$ cat src/rtl/mem_stream_fifo.sv
// mem_stream_fifo: synchronous FIFO buffering memory-fetched words ahead of the DSP datapath.
// Independent write/read handshakes, occupancy count, full/empty/almost flags and
// one-cycle overflow/underflow error pulses.
// Optional build macro: FWFT_EN (first-word fall-through read port). Without it,
// reads are registered with one cycle of latency from rd_en to rd_valid.
module mem_stream_fifo #(
   parameter int  DATA_WIDTH   = 8,
   parameter int  DEPTH        = 16,
   parameter int  AFULL_LEVEL  = 12,
   parameter int  AEMPTY_LEVEL = 4,
   localparam int ADDR_WIDTH   = $clog2(DEPTH)
) (
   input  logic                  clk,
   input  logic                  rst,
   input  logic                  wr_en,
   input  logic [DATA_WIDTH-1:0] wr_data,
   input  logic                  rd_en,
   output logic [DATA_WIDTH-1:0] rd_data,
   output logic                  rd_valid,
   output logic                  full,
   output logic                  empty,
   output logic                  almost_full,
   output logic                  almost_empty,
   output logic [ADDR_WIDTH:0]   count,
   output logic                  overflow,
   output logic                  underflow
);

   // Thresholds resized to the count width so the flag compares are width-exact.
   localparam logic [ADDR_WIDTH:0] DEPTH_CNT  = (ADDR_WIDTH+1)'(DEPTH);
   localparam logic [ADDR_WIDTH:0] AFULL_CNT  = (ADDR_WIDTH+1)'(AFULL_LEVEL);
   localparam logic [ADDR_WIDTH:0] AEMPTY_CNT = (ADDR_WIDTH+1)'(AEMPTY_LEVEL);

   logic [DATA_WIDTH-1:0] mem_q [DEPTH];

   logic [ADDR_WIDTH-1:0] wr_ptr_q, wr_ptr_d;
   logic [ADDR_WIDTH-1:0] rd_ptr_q, rd_ptr_d;
   logic [ADDR_WIDTH:0]   count_q, count_d;
   logic                  overflow_q, overflow_d;
   logic                  underflow_q, underflow_d;
   logic                  wr_acc, rd_acc;
   logic                  full_w, empty_w;

   // Status flags are pure decodes of the registered occupancy.
   always_comb begin
      full_w       = (count_q == DEPTH_CNT);
      empty_w      = (count_q == '0);
      full         = full_w;
      empty        = empty_w;
      almost_full  = (count_q >= AFULL_CNT);
      almost_empty = (count_q <= AEMPTY_CNT);
      count        = count_q;
      overflow     = overflow_q;
      underflow    = underflow_q;
   end

   // Accept decisions: a read at full frees the slot a simultaneous write needs.
   always_comb begin
      rd_acc      = rd_en & ~empty_w;
      wr_acc      = wr_en & (~full_w | rd_acc);
      wr_ptr_d    = wr_acc ? wr_ptr_q + ADDR_WIDTH'(1) : wr_ptr_q;
      rd_ptr_d    = rd_acc ? rd_ptr_q + ADDR_WIDTH'(1) : rd_ptr_q;
      count_d     = count_q;
      if (wr_acc && !rd_acc) begin
         count_d = count_q + (ADDR_WIDTH+1)'(1);
      end else if (rd_acc && !wr_acc) begin
         count_d = count_q - (ADDR_WIDTH+1)'(1);
      end
      overflow_d  = wr_en & full_w & ~rd_acc;
      underflow_d = rd_en & empty_w;
   end

   // Storage array is never reset; stale words are unreachable once pointers clear.
   always_ff @(posedge clk) begin
      if (wr_acc) begin
         mem_q[wr_ptr_q] <= wr_data;
      end
   end

   // Pointer, occupancy and error-pulse registers.
   always_ff @(posedge clk or posedge rst) begin
      if (rst) begin
         wr_ptr_q    <= '0;
         rd_ptr_q    <= '0;
         count_q     <= '0;
         overflow_q  <= 1'b0;
         underflow_q <= 1'b0;
      end else begin
         wr_ptr_q    <= wr_ptr_d;
         rd_ptr_q    <= rd_ptr_d;
         count_q     <= count_d;
         overflow_q  <= overflow_d;
         underflow_q <= underflow_d;
      end
   end

`ifdef FWFT_EN
   // Head word is always visible; rd_en only acknowledges it.
   always_comb begin
      rd_data  = mem_q[rd_ptr_q];
      rd_valid = ~empty_w;
   end
`else
   logic [DATA_WIDTH-1:0] rd_data_q, rd_data_d;
   logic                  rd_valid_q, rd_valid_d;

   // Registered read port: popped word lands one cycle after rd_en, else held.
   always_comb begin
      rd_data_d  = rd_acc ? mem_q[rd_ptr_q] : rd_data_q;
      rd_valid_d = rd_acc;
      rd_data    = rd_data_q;
      rd_valid   = rd_valid_q;
   end

   // Read-port output registers.
   always_ff @(posedge clk or posedge rst) begin
      if (rst) begin
         rd_data_q  <= '0;
         rd_valid_q <= 1'b0;
      end else begin
         rd_data_q  <= rd_data_d;
         rd_valid_q <= rd_valid_d;
      end
   end
`endif

endmodule

$ cat config.mk
export PLATFORM = sky130hd
export DESIGN_NAME = mem_stream_fifo
export DESIGN_NICKNAME = d
export VERILOG_FILES = /design/src/rtl/mem_stream_fifo.sv
export SDC_FILE = /design/constraint.sdc
export NUM_CORES = 1
export LEC_CHECK = 0
export ABC_AREA = 1
export CAP_MARGIN = 30
export CORE_ASPECT_RATIO = 0.75
export CORE_UTILIZATION = 60
export DETAILED_ROUTE_END_ITERATION = 7
export PLACE_DENSITY = 0.83
export SETUP_SLACK_MARGIN = 0.15
export SYNTH_ARGS = -nofsm -noshare
export SYNTH_HDL_FRONTEND = slang
export SYNTH_SLANG_ARGS = --single-unit
$ cat constraint.sdc
create_clock -name clk -period 7.7 [get_ports clk]
set_clock_uncertainty 0.2 [all_clocks]
set_input_delay 1.925 -clock clk [delete_from_list [all_inputs] [get_ports clk]]
set_output_delay 1.925 -clock clk [all_outputs]
set_load 0.1 [all_outputs]
# [Word level (Yosys, flattened, before mapping)]
# Memories as Yosys holds them, arrays and structs flattened. A register that Yosys moved wholly into a read port is not among the register bits.
# Index checks and enable logic that the tools add are counted.
[classes] add_sub_neg=4 magnitude_cmp=2 n_eq_ne=1 muxes=4 n_bitwise=9 n_reduce_logical=6
[ops] operator="$mux W5" n=2
[ops] operator="$add A4 B1 Y4 const B" n=2
[ops] operator="$add A5 B1 Y5 const B" n=1
[ops] operator="$and A1 B1 Y1" n=5
[ops] operator="$eq A5 B5 Y1 const B" n=1
[ops] operator="$ge A5 B4 Y1 const B" n=1
[ops] operator="$le A5 B3 Y1 const B" n=1
[ops] operator="$logic_not A5 Y1" n=1
[ops] operator="$sub A5 B1 Y5 const B" n=1
[ops] operator="$not A1 Y1" n=3
[ops] operator="$logic_and A1 B1 Y1" n=2
[ops] operator="$logic_not A1 Y1" n=2
[ops] operator="$mux W1" n=2
[ops] operator="$reduce_bool A2 Y1" n=1
[ops] operator="$or A1 B1 Y1" n=1
[totals] regBits=16 mem_bits_rw=128 in_bits=12 output_inout_bits=20 elab_cells=33 n_memories=1
[memory_table] memory="mem_q" depth=16 word_bits=8 rd=1 rd_ports_with_merged_regs=1 wr=1 line="34" rtl="logic [DATA_WIDTH-1:0] mem_q [DEPTH];"

# [Longest topological paths before layout]
# Gate-level depths: netlist of the first run.
[depth] word_depth=9 depth_mapped=15 depth_no_buf=15

# [Worst setup path before layout of the first run]
# Ideal clock, no wire load.
[synth_timing] path_type="register to output" from="reg count_q[2] (netlist: count[2])" to="out almost_full" arrival_ns=3.304 required_time_ns=5.575 setup_slack_ns=2.271 path_stages_with_launch=3 n_path_buf=0 path_cell_list="dfrtp_1 > inv_1 > o21ai_0"
[synth_between] elab_chain_len=1
[synth_lines] item="start: declaration" line="38" rtl="logic [ADDR_WIDTH:0] count_q, count_d;"
[synth_lines] item="start signal: assignment" line="91" rtl="count_q <= count_d;"
[synth_lines] item="$ge A5 B4 Y1" line="50" rtl="almost_full = (count_q >= AFULL_CNT);"
[synth_lines] item="end: declaration" line="22" rtl="output logic almost_full,"
# Every way passes these cells.

# [Worst setup path after layout of the first run]
[layout_timing] from="reg count_q[0] (netlist: count[0])" to="out full"
[layout_between] elab_chain_len=1
[layout_lines] item="$eq A5 B5 Y1" line="46" rtl="full_w = (count_q == DEPTH_CNT);"
[layout_lines] item="end: declaration" line="20" rtl="output logic full,"
# Every way passes these cells.

==> impl_metrics.csv, run 1 <==
group,metric,value,unit
outcome,outcome,"finished, final reports clean",
setup_path,critPathArrivalTime,2410,ps
setup_path,crit_type,"reg2out",
die,start_util,0.620,
synth,synth_area_leader_cell,"edfxtp_1",
power_and_ir_drop,p_seq_frac,0.342,
layout,layout_common_cells,"nand2_1, edfxtp_1, inv_1",
cts,numCtsBuffers,17,
sta,setup_viol,0,
die,rows,33,
cts,clk_transition_reported_paths,60,ps
sta,hold_viol,0,
cts,ctsHoldBuffers,0,
routing,firstDrtPassIters,6,
synth,netlist.area_leader.share,0.567,
routing,antenna_left,0,
layout,diodes,0,
cts,ctsResizeCount,0,
die,chipWidth,125,µm
power_and_ir_drop,p_sw_frac,0.430,
sta,rsz0062_at_grt,"false",
power_and_ir_drop,p_int,1840,µW
placed_design,routabilityCongestion,0.879,
global_route,grt_max_degree,68,
cts,cts_tree,"yes",
synth,synth_edf_count,128,
die,dieHeight,94.1,µm
die,ios,32,
global_route,grt_first_pass_wirelength,23600,µm
synth,synth_cells,668,
sta,maxSlewHeadroom,0.308,
global_route,globalRouteOverflowTotal,0,
synth,yosys_warnings,0,
cts,htree_levels,4,
layout,utilization,0.703,
hold_path,hp-class,"reg2reg",
power_and_ir_drop,power.total,3220,µW
routing,via_per_inst,5.55,
synth,synth_seq_cells,152,
synth,synth.area.top_cells,"edfxtp_1, nand2_1, dfrtp_1",
layout,final_common_cell,"nand2_1",
power_and_ir_drop,p_leak,0.00337,µW
layout,fin_area,0.00769,mm²
placed_design,place_area,0.00713,mm²
routing,finalWirelength,14800,µm
synth,synth.net_count,691,
placed_design,dp_hpwl,9410,µm
sta,finalMaxSlewViolations,0,
setup_path,critPathRequiredTime,5580,ps
setup_path,setup.worst_path.end_class,"output port",
synth,ys_dominant_reg_cell,"edfxtp_1",
global_route,antenna_found_initial,0,
setup_path,worstPathMaxFanout,5,
power_and_ir_drop,vdd_drop_max,0.219,mV
sta,fin_crit_sh,0.589,
synth,postSynth.asyncResetShare,0.158,
layout,synthToLayoutAreaGrowth,13.4,%
routing,vias,4697,
synth,netlist_area,0.00678,mm²
setup_path,cp-start-kind,"flop",
cts,clock_latency,430,ps
sta,tns,0,ps
synth,syn_avg_cell_area,10.1,µm²
layout,final_nets,717,
global_route,grt.total_usage,0.274,
routing,drtIter0Drc,541,
layout,drive_gt1_frac,0.0566,
cts,cts-root-buf,"clkbuf_16",
cts,clockBufferDepth,2,
sta,timing.final.crit_period,4530,ps
routing,post_drt_wl_per_cell,17.4,µm
die,core,0.0109,mm²
power_and_ir_drop,power.switching,1390,µW
placed_design,port_buffers,31,
synth,yosysSeqAreaShare,0.656,
job,drv_cap,0,
sta,worstMarginPinSlew,1030,ps
routing,drc,0,
global_route,grt_pass1_vias,4587,
sta,fin_hold_ws,278,ps
power_and_ir_drop,combPwrFrac,0.411,
cts,cts.sinks,152,
cts,post-cts-setup-buffers,0,
die,fp.dieArea,0.0117,mm²
power_and_ir_drop,p_clk_frac,0.247,
sta,fmax,0.221,GHz
power_and_ir_drop,power_density,419,mW/mm²
synth,yosysUniqueCellTypes,26,
flip-flops by register name (all words and copies together), names as in the netlist:
name       cells
rd_valid       1
mem_q        128
underflow      1
count          5
wr_ptr_q       4
rd_ptr_q       4
rd_data        8
overflow       1
synthesized netlist by cell type (3+ instances only):
library cell    n
dfrtp_1        24
buf_4           9
xor2_1          6
buf_6           5
nand3_1       101
nand2_1       214
clkbuf_1        3
o21ai_0         7
buf_2          11
a21oi_1         3
nor2_1         19
edfxtp_1      128
ha_1           10
inv_1         112
area by class of cell:
cell class,count,area [µm²]
multi-input cells,372,1710
well taps,140,175
repair buffers,35,360
flip-flops and latches,152,4450
fillers,749,3250
clock inverters,13,131
inverters,116,438
clock buffers,19,433
cell families after synthesis:
group | after synthesis | synth area share
buffers and inverters | 144 | 0.0927
xor gates and xnor gates | 8 | 0.0103
DFF | 152 | 0.656
AOI/OAI and AO/OA | 14 | 0.0111
and+or+nand+nor | 339 | 0.209
adders and majority gates | 11 | 0.0214
worst paths after layout:
| check | slack [ps] | startpoint | depth (start not counted) | to |
|---|---|---|---|---|
| setup reg to reg | 4840 | count[0]$_DFFE_PP0P_ | 15 | count[4]$_DFFE_PP0P_ |
| setup / recovery | 3170 | count[0]$_DFFE_PP0P_ | 4 | full |
| hold / removal | 280 | rd_data[0]$_DFFE_PP0N_ | 2 | rd_data[0]$_DFFE_PP0N_ |
| hold reg to reg | 280 | rd_data[0]$_DFFE_PP0N_ | 2 | rd_data[0]$_DFFE_PP0N_ |
| min in group asynchronous | 1800 | rst | 2 | count[2]$_DFFE_PP0P_ |
| max in group asynchronous | 4890 | rst | 2 | rd_ptr_q[0]$_DFFE_PP0N_ |
power by group through the flow:
stage	Combinational [µW]	Sequential (µW)	Clock [µW]
6_report	1320	1100	796
5_1_grt	1430	1110	830
4_1_cts	1310	1100	801
3_5_place_dp	1300	1120	0
3_3_place_gp	1250	1110	0
2_1_floorplan	765	1340	0
worst max-delay path: stages, from the launching register on:
cell and delay (ps):
dfrtp_1 450, nor2_2 180, nand3_1 100, nor2_2 120
clkdlybuf4s50_1 1140
routing by layer:
metal	wire, µm	GRT usage
met1	6120	0.365
met2	7140	0.440
met3	1270	0.0666
met4	240	0.102
met5	0	0
per-stage QoR:
stage	setup slack (ps)	std cells
detailed placement	3230	815
CTS	3160	847
finish	3170	847
global route	3110	847
floorplan	2270	668
global placement	3340	813
(Power assumes the default switching activity.)
==> run 2, diff against run 1 <==
- clock period: 7.7 -> 4.3 ns (I/O delays scaled with it)
==> impl_metrics.csv, run 2 (synthesized netlist as in run 1, its figures left out) <==
group,metric,value,unit
outcome,outcome,"finished, final reports clean",
cts,clockBufferDepth,2,
global_route,antenna_found_initial,0,
sta,hold_viol,0,
routing,finalWirelength,15600,µm
cts,post-cts-setup-buffers,0,
die,rows,33,
placed_design,place_area,0.00708,mm²
layout,diodes,0,
global_route,globalRouteOverflowTotal,0,
die,ios,32,
cts,cts.sinks,152,
cts,numCtsBuffers,17,
global_route,grt_first_pass_wirelength,24000,µm
setup_path,critPathRequiredTime,3020,ps
layout,fin_area,0.00779,mm²
layout,final_common_cell,"nand2_1",
setup_path,cp_cell_sequence,"inv_1 -> o21ai_1 -> clkdlybuf4s50_1",
layout,utilization,0.712,
power_and_ir_drop,vdd_drop_max,0.433,mV
hold_path,hp-class,"reg2reg",
routing,drc,0,
sta,setup_viol,0,
die,core,0.0109,mm²
cts,cts_tree,"yes",
setup_path,crit_type,"reg2out",
routing,via_per_inst,5.64,
job,drv_cap,0,
cts,cts-root-buf,"clkbuf_16",
layout,synthToLayoutAreaGrowth,14.9,%
sta,rsz0062_at_grt,"false",
sta,timing.final.crit_period,3540,ps
die,fp.dieArea,0.0117,mm²
power_and_ir_drop,power_density,781,mW/mm²
layout,largest_reg_flops,128,
routing,drtIter0Drc,511,
sta,tns,0,ps
global_route,grt_pass1_vias,4610,
global_route,grt.total_usage,0.283,
die,dieHeight,94.1,µm
layout,layout_common_cells,"nand2_1, edfxtp_1, inv_1",
sta,maxSlewHeadroom,0.314,
sta,setup_ws,762,ps
layout,fill_cells,709,
setup_path,setup.worst_path.end_class,"output port",
placed_design,port_buffers,31,
global_route,grt_max_degree,67,
die,start_util,0.620,
cts,ctsResizeCount,0,
cts,htree_levels,4,
die,chipWidth,125,µm
setup_path,slowest_delay,1150,ps
routing,firstDrtPassIters,5,
placed_design,dp_hpwl,9580,µm
sta,finalMaxSlewViolations,0,
sta,fin_crit_sh,0.823,
cts,clk_transition_reported_paths,60,ps
routing,antenna_left,0,
setup_path,cp_slowest_cell,"clkdlybuf4s50_1",
routing,vias,4780,
sta,fmax,0.283,GHz
layout,largest-register,"mem_q",
setup_path,cp-start-kind,"flop",
layout,final_nets,717,
cts,clock_latency,420,ps
setup_path,critPathArrivalTime,2260,ps
power_and_ir_drop,p_leak,0.00344,µW
placed_design,routabilityCongestion,0.899,
layout,drive_gt1_frac,0.0636,
routing,post_drt_wl_per_cell,18.4,µm
setup_path,worstPathMaxFanout,5,
sta,worstMarginPinSlew,1030,ps
cts,ctsHoldBuffers,0,
placed_design,dp_slack,576,ps
==> run 2: cell count changes in the layout (fill, tap and decap cells not counted), sizes merged, moves of 3 or more <==
| cell | delta |
|---|---|
| inv | +4 |
| buf | +3 |
| clkinvlp | -4 |
| bufinv | +4 |
| clkdlybuf4s50 | -3 |
| clkinv | -3 |
==> run 2: power breakdown <==
part           internal [µW]  switching [µW]
registers               1820             164
logic                    614            1790
clock network           1100             603
total                   3530            2560
==> run 2: worst paths after layout <==
kind                                             start                       to  slack, ps  cells past startpoint
worst min register to register  rd_data[1]$_DFFE_PP0N_   rd_data[1]$_DFFE_PP0N_        280                      2
worst max register to register    count[0]$_DFFE_PP0P_     count[4]$_DFFE_PP0P_       1160                     12
worst min-delay path            rd_data[1]$_DFFE_PP0N_   rd_data[1]$_DFFE_PP0N_        280                      2
max in group asynchronous                          rst  rd_ptr_q[0]$_DFFE_PP0N_       2360                      2
min in group asynchronous                          rst     count[3]$_DFFE_PP0P_        940                      2
worst max-delay path              count[2]$_DFFE_PP0P_              almost_full        760                      3
==> run 2: critical path, delay by kind of cell (launching register included) <==
| kind | cells | cell delay, ps |
|---|---|---|
| buf+inv | 2 | 1260 |
| flops | 1 | 430 |
| compound gates | 1 | 150 |
==> run 2: area by class of cell <==
class                      instances  area, µm²  share of cell area
tap                              140        175              0.0225
multi-input combinational        372       1710               0.219
clock buffer                      18        429              0.0551
clock inverter                    14        243              0.0312
timing repair buffer              35        353              0.0453
sequential                       152       4450               0.571
inverter                         116        438              0.0562
==> run 2: stage by stage <==
| stage | cells | hold WS (ps) | power [µW] |
|---|---|---|---|
| after floorplan | 668 | 302 | 3770 |
| after global placement | 813 | 275 | 4190 |
| final | 847 | 284 | 6090 |
| after detailed placement | 813 | 272 | 4300 |
| after global routing | 847 | 315 | 6340 |
| after CTS | 845 | 288 | 5990 |
==> run 2: per-layer routing <==
metal,part of all wire,global-route usage,up-vias
li1,-,-,2185
met1,0.39,0.358,2264
met2,0.49,0.461,289
met3,0.095,0.0769,42
met4,0.027,0.128,0
met5,0,0,-
==> run 3, diff against run 2 <==
- CORE_UTILIZATION: 60 -> 54
- PLACE_DENSITY: 0.83 -> 0.79
- clock period: 4.3 -> 3.1 ns (I/O delays scaled with it)
==> impl_metrics.csv, run 3 (synthesized netlist as in run 1, its figures left out) <==
group,metric,value,unit
outcome,outcome,"finished, final reports clean",
sta,setup_viol,0,
setup_path,setup.worst_path.end_class,"output port",
sta,fin_crit_sh,0.836,
setup_path,critPathArrivalTime,1620,ps
die,core,0.0123,mm²
cts,ctsHoldBuffers,0,
hold_path,min_delay_worst_endpoint,"rd_data[0]$_DFFE_PP0N_",
routing,post_drt_wl_per_cell,16.9,µm
layout,largest_reg_flops,128,
layout,drive_gt1_frac,0.136,
setup_path,critPathRequiredTime,2120,ps
setup_path,critical_path_buf_inv_count,1,
power_and_ir_drop,p_seq_frac,0.326,
routing,via_per_inst,5.26,
cts,cts-root-buf,"clkbuf_16",
sta,finalMaxSlewViolations,0,
cts,cts_tree,"yes",
sta,worstMarginPinSlew,790,ps
cts,clockBufferDepth,2,
power_and_ir_drop,combPwrFrac,0.401,
layout,synthToLayoutAreaGrowth,18.3,%
job,drv_cap,0,
die,dieHeight,99.0,µm
routing,vias,4712,
power_and_ir_drop,power_density,1050,mW/mm²
cts,post-cts-setup-buffers,0,
layout,layout_common_cells,"nand2_1, edfxtp_1, inv_1",
global_route,grt_pass1_vias,4688,
layout,final_common_cell,"nand2_1",
sta,fmax,0.386,GHz
placed_design,port_buffers,31,
setup_path,reg2reg_slack,570,ps
routing,drc,0,
die,start_util,0.553,
die,ios,32,
sta,tns,0,ps
die,chipWidth,131,µm
setup_path,cp_common_cell,"nor2_4",
die,rows,35,
routing,drtIter0Drc,591,
layout,final_nets,739,
placed_design,routabilityCongestion,0.951,
global_route,antenna_found_initial,0,
routing,firstDrtPassIters,5,
power_and_ir_drop,p_sw_frac,0.413,
hold_path,hp-class,"reg2reg",
cts,htree_levels,4,
setup_path,slowest_delay,520,ps
global_route,grt_max_degree,67,
layout,largest-register,"mem_q",
die,fp.dieArea,0.0130,mm²
setup_path,reg2reg_from,"count[1]$_DFFE_PP0P_",
power_and_ir_drop,p_int,4940,µW
sta,hold_viol,0,
routing,antenna_left,0,
setup_path,worstPathMaxFanout,5,
sta,timing.final.crit_period,2590,ps
sta,maxSlewHeadroom,0.472,
sta,rsz0062_at_grt,"false",
setup_path,r2r_cells,15,
hold_path,min_path_cells,2,
layout,diodes,0,
cts,clk_transition_reported_paths,60,ps
setup_path,cp-start-kind,"flop",
setup_path,cp_top_family,"flip-flops",
cts,clock_latency,420,ps
layout,utilization,0.654,
placed_design,dp_hpwl,9660,µm
power_and_ir_drop,vdd_drop_max,0.634,mV
global_route,grt_first_pass_wirelength,24100,µm
global_route,grt.total_usage,0.250,
setup_path,crit_type,"reg2out",
routing,finalWirelength,15100,µm
setup_path,reg2reg_to,"count[4]$_DFFE_PP0P_",
hold_path,worstHoldStart,"rd_data[0]$_DFFE_PP0N_",
power_and_ir_drop,power.switching,3470,µW
cts,ctsResizeCount,0,
power_and_ir_drop,p_clk_frac,0.273,
setup_path,cp_cell_sequence,"nor2_4 -> nand3_2 -> nor2_4 -> buf_4",
cts,numCtsBuffers,17,
global_route,globalRouteOverflowTotal,0,
cts,cts.sinks,152,
setup_path,cp_slowest_cell,"dfrtp_4",
power_and_ir_drop,p_leak,0.00358,µW
==> run 3: cell type report <==
cell class / instances / area (µm²)
Clock buffer: 24 / 556
Clock inverter: 8 / 125
Fill cell: 898 / 4240
Inverter: 116 / 440
Multi-Input combinational cell: 372 / 1760
Sequential cell: 152 / 4460
Tap cell: 166 / 208
Timing Repair Buffer: 57 / 468
==> run 3: how the worst max path moves through the flow <==
stage	slack [ps]	end	cells past startpoint	start
5_1_grt	450	count[3]$_DFFE_PP0P_	12	rd_en
4_1_cts	510	full	4	count[1]$_DFFE_PP0P_
3_5_place_dp	150	count[3]$_DFFE_PP0P_	12	rd_en
2_1_floorplan	80	count[4]$_DFFE_PP0P_	15	count[1]$_DFFE_PP0P_
6_report	510	full	4	count[1]$_DFFE_PP0P_
3_3_place_gp	220	count[4]$_DFFE_PP0P_	14	rd_en
==> run 3: worst min-delay path, delay by kind of cell, from the launching register on <==
kind / cells / cell delay (ps)
flops: 1 / 350
simple gates: 2 / 100
==> run 3: metrics by stage <==
| step | total power [µW] | setup WS (ps) | cells | instance area, µm² | hold slack [ps] |
|---|---|---|---|---|---|
| 2_1_floorplan | 5310 | 84.9 | 668 | 6850 | 302 |
| 3_3_place_gp | 5950 | 218 | 863 | 7340 | 271 |
| 3_5_place_dp | 6070 | 154 | 863 | 7340 | 271 |
| 4_1_cts | 8390 | 507 | 895 | 8020 | 287 |
| 5_1_grt | 8780 | 447 | 895 | 8020 | 307 |
| 6_report | 8400 | 508 | 895 | 8020 | 287 |
==> run 3: power by group through the flow <==
stage	clock [µW]	combinational, µW	sequential (µW)
after global routing	2400	3620	2770
final	2290	3370	2740
after detailed placement	0	3300	2770
after CTS	2310	3350	2730
after global placement	0	3200	2750
after floorplan	0	1950	3360
==> run 3: metal layers <==
metal  track usage  share of wire  vias to the layer above
li1              -              -                     2237
met1         0.338           0.43                     2235
met2         0.395           0.48                      202
met3        0.0581          0.072                       38
met4         0.102          0.026                        0
met5             0              0                        -
